**config.mk**
```make
export PLATFORM = sky130hd
export DESIGN_NAME = mac_driver
export DESIGN_NICKNAME = d
export VERILOG_FILES = /design/src/rtl/mac_driver.sv
export SDC_FILE = /design/constraint.sdc
export NUM_CORES = 1
export LEC_CHECK = 0
export BUFFER_PORTS_ARGS = -buffer_cell sky130_fd_sc_hd__buf_2
export CAP_MARGIN = 20
export CORE_MARGIN = 2
export CORE_UTILIZATION = 35
export CTS_BUF_LIST = sky130_fd_sc_hd__clkbuf_4
export DETAILED_ROUTE_END_ITERATION = 10
export GPL_TIMING_DRIVEN = 0
export PLACE_DENSITY = 0.52
export SLEW_MARGIN = 20
export SYNTH_ARGS = -nofsm -noshare
export SYNTH_HDL_FRONTEND = slang
export SYNTH_SLANG_ARGS = --single-unit
```
**constraint.sdc**
```tcl
create_clock -name clk -period 2.8 [get_ports clk]
set_clock_uncertainty 0.1 [all_clocks]
set_input_delay 0.28 -clock clk [delete_from_list [all_inputs] [get_ports clk]]
set_output_delay 0.28 -clock clk [all_outputs]
set_load 0.005 [all_outputs]
```
**src/rtl/mac_driver.sv**
```systemverilog
// mac_driver -- queues signed 8-bit operand pairs and issues them one at a
// time to an external multiply-accumulate unit. It waits a bounded number of
// cycles for completion, returns each accumulator value through a result
// handshake, and clears the accumulator after the final pair of a dot
// product or after a completion timeout.
//
// Handshakes: a transfer happens on a rising clk edge where valid && ready.
// The producer holds valid and its payload stable until that edge and never
// waits for ready before asserting valid. ready may change at any time. This
// applies to in_valid/in_ready and to res_valid/res_ready. mac_valid is a
// one-cycle issue strobe with no back-pressure. mac_clr is a one-cycle clear
// strobe.
//
// Ports
//   clk, reset             clock; asynchronous active-low reset
//   in_valid/in_ready      operand push (in_a, in_b signed; in_last ends a dot product)
//   mac_valid, mac_a/b     issue strobe and operands (operands hold between issues)
//   mac_done, mac_y        completion strobe and accumulator value from the MAC
//   mac_clr                accumulator clear strobe
//   res_valid/res_ready    result handshake carrying res_y, res_last
//   err                    sticky completion-timeout flag
//   dbg_state, dbg_count   FSM state (0 IDLE, 1 ISSUE, 2 WAIT, 3 CLEAR) and FIFO fill
module mac_driver #(
  parameter int DEPTH   = 4,
  parameter int TIMEOUT = 16
) (
  input  logic                   clk,
  input  logic                   reset,
  input  logic                   in_valid,
  output logic                   in_ready,
  input  logic [7:0]             in_a,
  input  logic [7:0]             in_b,
  input  logic                   in_last,
  output logic                   mac_valid,
  output logic [7:0]             mac_a,
  output logic [7:0]             mac_b,
  input  logic                   mac_done,
  input  logic [31:0]            mac_y,
  output logic                   mac_clr,
  output logic                   res_valid,
  input  logic                   res_ready,
  output logic [31:0]            res_y,
  output logic                   res_last,
  output logic                   err,
  output logic [1:0]             dbg_state,
  output logic [$clog2(DEPTH):0] dbg_count
);

  localparam int PW = $clog2(DEPTH);
  localparam int CW = $clog2(TIMEOUT);
  localparam int TL = TIMEOUT - 1;
  localparam logic [PW:0]   FULL    = DEPTH[PW:0];
  localparam logic [PW:0]   CNT_ONE = 1;
  localparam logic [PW-1:0] PTR_ONE = 1;
  localparam logic [CW-1:0] TO_LAST = TL[CW-1:0];
  localparam logic [CW-1:0] TO_ONE  = 1;

  typedef enum logic [1:0] {
    IDLE  = 2'd0,
    ISSUE = 2'd1,
    WAIT  = 2'd2,
    CLEAR = 2'd3
  } state_t;

  // Operand FIFO: entry = {a, b, last}
  logic [16:0]   mem [DEPTH];
  logic [PW-1:0] wr_ptr;
  logic [PW-1:0] rd_ptr;
  logic [PW:0]   count;
  logic          push;
  logic          pop;
  logic [16:0]   head;

  // FSM and registered outputs, with their next values
  state_t        state, state_n;
  logic          mac_valid_n, mac_clr_n, res_valid_n, res_last_n, err_n;
  logic [7:0]    mac_a_n, mac_b_n;
  logic [31:0]   res_y_n;
  logic [CW-1:0] cnt, cnt_n;
  logic          last_q, last_n;

  assign in_ready  = (count != FULL);
  assign push      = in_valid && in_ready;
  assign head      = mem[rd_ptr];
  assign dbg_state = state;
  assign dbg_count = count;

  always_ff @(posedge clk) begin
    if (push) mem[wr_ptr] <= {in_a, in_b, in_last};
  end

  // Power-of-two depth lets the pointers wrap by plain overflow.
  always_ff @(posedge clk or negedge reset) begin
    if (!reset) begin
      wr_ptr <= '0;
      rd_ptr <= '0;
      count  <= '0;
    end else begin
      if (push) wr_ptr <= wr_ptr + PTR_ONE;
      if (pop)  rd_ptr <= rd_ptr + PTR_ONE;
      case ({push, pop})
        2'b10:   count <= count + CNT_ONE;
        2'b01:   count <= count - CNT_ONE;
        default: count <= count;
      endcase
    end
  end

  always_comb begin
    pop         = 1'b0;
    state_n     = state;
    mac_valid_n = 1'b0;
    mac_a_n     = mac_a;
    mac_b_n     = mac_b;
    mac_clr_n   = 1'b0;
    // A pending result drops only after it has been accepted.
    res_valid_n = res_valid && !res_ready;
    res_y_n     = res_y;
    res_last_n  = res_last;
    err_n       = err;
    cnt_n       = cnt;
    last_n      = last_q;
    case (state)
      IDLE: begin
        // Accepting the final result of a dot product takes priority over
        // issuing, so the accumulator is cleared before the next pair.
        if (res_valid && res_ready && res_last) begin
          state_n   = CLEAR;
          mac_clr_n = 1'b1;
        end else if (count != '0 && !res_valid) begin
          pop         = 1'b1;
          state_n     = ISSUE;
          mac_valid_n = 1'b1;
          mac_a_n     = head[16:9];
          mac_b_n     = head[8:1];
          last_n      = head[0];
        end
      end
      ISSUE: begin
        state_n = WAIT;
        cnt_n   = '0;
      end
      WAIT: begin
        if (mac_done) begin
          state_n     = IDLE;
          res_valid_n = 1'b1;
          res_y_n     = mac_y;
          res_last_n  = last_q;
        end else if (cnt == TO_LAST) begin
          // The pair is abandoned; clear the accumulator so the next pair
          // starts a fresh dot product.
          state_n   = CLEAR;
          err_n     = 1'b1;
          mac_clr_n = 1'b1;
        end else begin
          cnt_n = cnt + TO_ONE;
        end
      end
      CLEAR: begin
        state_n = IDLE;
      end
      default: begin
        state_n = IDLE;
      end
    endcase
  end

  always_ff @(posedge clk or negedge reset) begin
    if (!reset) begin
      state     <= IDLE;
      mac_valid <= 1'b0;
      mac_a     <= '0;
      mac_b     <= '0;
      mac_clr   <= 1'b0;
      res_valid <= 1'b0;
      res_y     <= '0;
      res_last  <= 1'b0;
      err       <= 1'b0;
      cnt       <= '0;
      last_q    <= 1'b0;
    end else begin
      state     <= state_n;
      mac_valid <= mac_valid_n;
      mac_a     <= mac_a_n;
      mac_b     <= mac_b_n;
      mac_clr   <= mac_clr_n;
      res_valid <= res_valid_n;
      res_y     <= res_y_n;
      res_last  <= res_last_n;
      err       <= err_n;
      cnt       <= cnt_n;
      last_q    <= last_n;
    end
  end

endmodule

```
; Yosys cells after proc, flatten, opt, wreduce, memory -nomap -nowiden
; Memory sizes are Yosys's and may differ from the RTL's. A register that Yosys moved wholly into a read port is not among the register bits.
; Index checks and enable logic that the tools add are counted.
[op_classes]
n_eq_ne = 11
reduce_logical = 17
n_addsub = 5
n_mux = 20
bitwise_logic = 2
[op_table]
columns = op, count
row1 = 2-to-1 mux 1 bit, 10
row2 = "inequality test 3 bit, second input constant", 3
row3 = AND reduction 3 bit, 3
row4 = 2-to-1 mux 2 bit, 4
row5 = 2-to-1 mux 4 bit, 2
row6 = one-hot mux 2 bit (4 select lines), 1
row7 = one-hot mux 4 bit (2 select lines), 1
row8 = "equality test 2 bit, second input constant", 3
row9 = one-hot mux 3 bit (2 select lines), 1
row10 = logical AND 1 bit, 5
row11 = "adder 2 x 1 -> 2 bit, second input constant", 2
row12 = "adder 4 x 1 -> 4 bit, second input constant", 1
row13 = "equality test 2 x 1 -> 1 bit, second input constant", 2
row14 = "equality test 4 bit, second input constant", 1
row15 = "inequality test 2 bit, second input constant", 2
row16 = AND reduction 2 bit, 2
row17 = nonzero test 2 bit, 2
row18 = "adder 3 x 1 -> 3 bit, second input constant", 1
row19 = zero test 1 bit, 3
row20 = nonzero test 3 bit, 1
row21 = "subtractor 3 x 1 -> 3 bit, second input constant", 1
row22 = zero test 2 bit, 1
row23 = NOT 1 bit, 2
row24 = one-hot mux 1 bit (2 select lines), 1
[totals]
ff_bits = 50
in_bits = 54
ramBits = 68
wordCells = 67
output_inout_bits = 59
mem_count = 1
[memory_table]
columns = memory, words, width, rd, rd_ports_with_merged_regs, wr, line
row1 = mem, 4, 17, 1, 1, 1, 66  ; logic [16:0] mem [DEPTH];

; Longest topological paths before layout
[depth]
word_depth = 7
depth_mapped = 8
ltp_nobuf = 8

; Worst setup path before layout
; OpenSTA, ideal clock, no wires.
[synth_path]
path_kind = reg2reg
from = register res_valid
to = register count[1] (netlist: dbg_count[1])
t_required_ps = 2575
setup_time_ps = 125
path_stages_with_launch = 6
synth_period_minus_slack_ps = 2296
arrival_time_ps = 2072
n_path_buf = 1
slack_ps = 504
path_cell_list = dfrtp_1 nor4_4 buf_6 ha_1 fa_1 mux2_2
[synth_between]
elab_chain_len = 7
word_cells_on_any_way = 11
classes_between = eq/ne: 2 / mux: 4 / reduce/logical: 5
[synth_lines]
columns = element, line
row1 = "start, declared", 40  ; output logic res_valid,
row2 = "start signal, assigned", 187  ; res_valid <= res_valid_n;
row3 = zero test 1 bit, 130  ; end else if (count != '0 && !res_valid) begin
row4 = logical AND 1 bit, 130
row5 = 2-to-1 mux 1 bit, -
row6 = 2-to-1 mux 1 bit * (2 in a row), -
row7 = net mac_valid_n, 76  ; logic mac_valid_n, mac_clr_n, res_valid_n, res_last_n, err_n;
row8 = equality test 2 x 1 -> 1 bit or equality test 2 bit (tied branches), 101  ; case ({push, pop})
row9 = one-hot mux 3 bit (2 select lines) or nonzero test 2 bit (tied branches), -
row10 = "end signal, assigned", 102  ; 2'b10: count <= count + CNT_ONE;
row11 = "end signal, assigned", 103  ; 2'b01: count <= count - CNT_ONE;
row12 = "end signal, assigned", 104  ; default: count <= count;
row13 = "end, declared", 69  ; logic [PW:0] count;
; Mark *: on every way through the listed nets, which the timed path passes. The rest lies on a longest branch.
; A chain may end at the register's enable or synchronous reset.

; Final worst setup path
[layout_path]
from = register count[0] (netlist: dbg_count[0])
to = register count[2] (netlist: dbg_count[2])
[layout_between]
elab_chain_len = 7
word_cells_on_any_way = 13
classes_between = add/sub: 2 / eq/ne: 3 / mux: 4 / reduce/logical: 4
[layout_lines]
columns = element, line
row1 = nonzero test 3 bit *, 130
row2 = logical AND 1 bit *, 130
row3 = 2-to-1 mux 1 bit * (3 in a row), -
row4 = net mac_valid_n, 76
row5 = equality test 2 x 1 -> 1 bit or equality test 2 bit (tied branches), 101
row6 = one-hot mux 3 bit (2 select lines) or nonzero test 2 bit (tied branches), -
; Marks and branches as above.

==> flow_metrics.py <==
metrics = {
    "routing": {
        "routed_via_density": 4.61,
        "drt_iter0_markers": 103,
        "drt.antenna.violating_nets": 0,
        "drcViolationCount": 0,
        "routedWlPerCell_um": 16.2,
        "vias": 3031,
        "drt-total-wl_um": 10600,
        "drt_pass1_iterations": 6,
    },
    "global_routing": {
        "busiest_layer": "met2",
        "grt_pass1_wl_um": 17300,
        "antenna_found_initial": 0,
        "grtUsageTotal": 0.143,
        "grt_max_degree": 53,
        "grtUsageMet3": 0.0429,
        "grt_pass1_vias": 3322,
        "grt_util_met1": 0.182,
        "gr-total-overflow": 0,
        "grt.met2_usage": 0.231,
    },
    "clock_tree": {
        "tritoncts": "done",
        "cts.sinks": 135,
        "cts_inserted_buffers": 17,
        "ctsResizeCount": 0,
        "h-tree-depth": 4,
        "clockBufferDepth": 2,
        "clock_latency_ns": 0.53,
        "path_clk_slew_ns": 0.11,
        "root_buffer": "clkbuf_4",
    },
    "placed_design": {
        "gp_congestion": 0.683,
        "dp_hpwl_um": 6570,
        "numPortBuffers": 112,
    },
    "min_path": {
        "holdCritStartpoint": "in_valid",
        "hp-class": "input port to register",
    },
    "timing": {
        "layout_min_cycle_time_ns": 2.53,
        "fmax_ghz": 0.395,
        "rsz0062_at_grt": "false",
        "maxSlewViolCount": 0,
        "max-slew-margin-rel": 0.323,
        "finalHoldViolations": 0,
        "setup_tns_ns": 0,
        "finalCritPeriodShare": 0.904,
        "setup_viol": 0,
        "tightest_slew_ns": 1.02,
    },
    "yosys": {
        "yosys_warnings": 0,
        "ys_seq_elements": 135,
        "ys_types": 33,
        "syn_avg_cell_area_um2": 18.9,
        "synth_area_um2": 5210,
        "netlist_instances": 276,
        "synth-seq-area-share": 0.714,
        "syn_nets": 337,
    },
    "worst_setup_path": {
        "crit_type": "register to register",
        "cp.required_ns": 3.15,
        "crit_start": "dbg_count[0]",
        "setup.worst_path.start_class": "register",
        "critPathMaxFanout": 11,
        "critPathCaptureType": "register",
        "cp.arrival_ns": 2.88,
        "rr_startpoint": "dbg_count[0]",
    },
    "floorplan": {
        "ios": 113,
        "start_util": 0.358,
        "die_w_um": 126,
        "die-area_um2": 15900,
        "die_h_um": 126,
        "placement_rows": 44,
        "core_area_um2": 14500,
    },
    "power": {
        "powerDensity_nw_per_um2": 962,
        "vdd_ir_drop_max_uv": 405,
        "p_leak_nw": 2.80,
    },
    "finish": {
        "fin_util": 0.467,
        "drive_gt1_frac": 0.479,
        "layout.nets": 522,
        "diodes": 0,
        "syn_to_final_growth_pct": 30.3,
    },
    "run": {
        "cap_violations": 0,
    },
    "status": {
        "status": "complete, no violations",
    },
}
## through the flow
stage               cell area (um^2)  power (W)  cells  setup slack, ns  hold slack [ns]
floorplan                       5210    0.00459    276            0.504           -0.116
finish                          6780    0.00652    658            0.270           0.0750
global route                    6780    0.00704    658           0.0415           0.0418
global placement                6000    0.00544    572           0.0533            0.347
detailed placement              6030    0.00551    573         -0.00133           0.0797
CTS                             6780    0.00667    658            0.228         0.000377
## metal layers
metal  vias up  part of all wire
met1      1493              0.46
met4         0             0.011
met3         9             0.054
met2       103              0.47
li1       1426                 -
met5         -                 0
## Yosys cell counts, drive strengths merged
cell / n / share of area
edfxtp: 68 / 0.39
dfrtp: 67 / 0.32
mux2: 52 / 0.11
mux4: 17 / 0.074
buf: 10 / 0.013
and3: 6 / 0.0072
ha: 6 / 0.014
inv: 6 / 0.0043
o21ai: 4 / 0.0038
a21oi: 3 / 0.0029
nand2b: 3 / 0.0036
nand3: 3 / 0.0029
nor2: 3 / 0.0022
or3b: 3 / 0.0055
xnor2: 3 / 0.0050
xor2: 3 / 0.0050
a311oi: 2 / 0.0034
nand4: 2 / 0.0024
nor2b: 2 / 0.0024
nor3: 2 / 0.0019
o211ai: 2 / 0.0029
and2: 1 / 0.0012
fa: 1 / 0.0038
nand2: 1 / 0.00072
nor4: 1 / 0.0041
o21a: 1 / 0.0014
o221ai: 1 / 0.0017
o31ai: 1 / 0.0014
or2: 1 / 0.0012
or4: 1 / 0.0014
## state kept, by name (all words and copies together), names as in the netlist
signal	flops
mac_clr	1
res_last	1
mem	68
err	1
cnt	4
res_valid	1
mac_a	8
mac_b	8
rd_ptr	2
dbg_state	2
res_y	32
last_q	1
dbg_count	3
mac_valid	1
wr_ptr	2
## worst max-delay path, stage by stage, from the launching register on
cell     delay, ns
dfrtp_1       0.47
nor3_1        0.55
nor4_4        0.10
buf_6         0.19
ha_1          0.23
fa_1          0.40
xnor2_1       0.14
nor2_1        0.13
xor2_1        0.16
## cell usage in the layout (no fill, tap or decap), drive strengths merged, types with 4 or more instances in the layout
master	synthesis	routed
buf	10	124
edfxtp	68	68
dfrtp	67	67
mux2	52	52
dlygate4sd3	0	52
clkbuf	0	19
mux4	17	17
inv	6	7
clkinv	0	7
and3	6	6
ha	6	6
clkinvlp	0	5
o21ai	4	4
## final timing paths
| kind | endpoint | slack, ns | depth (start not counted) |
|---|---|---|---|
| setup reg to reg | dbg_count[2] | 0.27 | 8 |
| hold / removal | wr_ptr[0] | 0.08 | 3 |
| setup / recovery | dbg_count[2] | 0.27 | 8 |
| hold reg to reg | err | 0.38 | 1 |
| min in group asynchronous | res_y[4] | 0.09 | 2 |
| max in group asynchronous | res_y[27] | 1.96 | 3 |
## logic make-up (layout without fill, tap and decap cells)
kind of cell | after synthesis | in the layout | share of synthesized area
xor gates and xnor gates | 6 | 6 | 0.0101
buffers and inverters | 16 | 214 | 0.0173
DFF | 135 | 135 | 0.714
muxes | 69 | 69 | 0.186
and+or+nand+nor | 29 | 29 | 0.0368
AOI/OAI and AO/OA | 14 | 14 | 0.0175
adders and majority gates | 7 | 7 | 0.0183
## cell type report
| cell class | instances | area, um^2 |
|---|---|---|
| Clock buffer | 19 | 143 |
| Tap cell | 184 | 230 |
| Multi-Input combinational cell | 125 | 1400 |
| Buffer | 10 | 67.6 |
| Sequential cell | 135 | 3720 |
| Inverter | 6 | 22.5 |
| Fill cell | 1293 | 7750 |
| Clock inverter | 13 | 85.1 |
| Timing Repair Buffer | 166 | 1120 |
## where the power goes
part           total [W]  internal (W)  switching (W)
clock            0.00107      0.000362       0.000704
sequential       0.00309       0.00278       0.000310
combinational    0.00236       0.00131        0.00105
total            0.00652       0.00446        0.00207
## what timing repair did
action                                 4_1_cts  5_1_grt
hold buffers                                52        0
endpoints found under the hold margin      171        0
setup endpoints to repair                    1        0
setup buffers                                1        0
No activity file was read; power rests on OpenSTA's default activity.
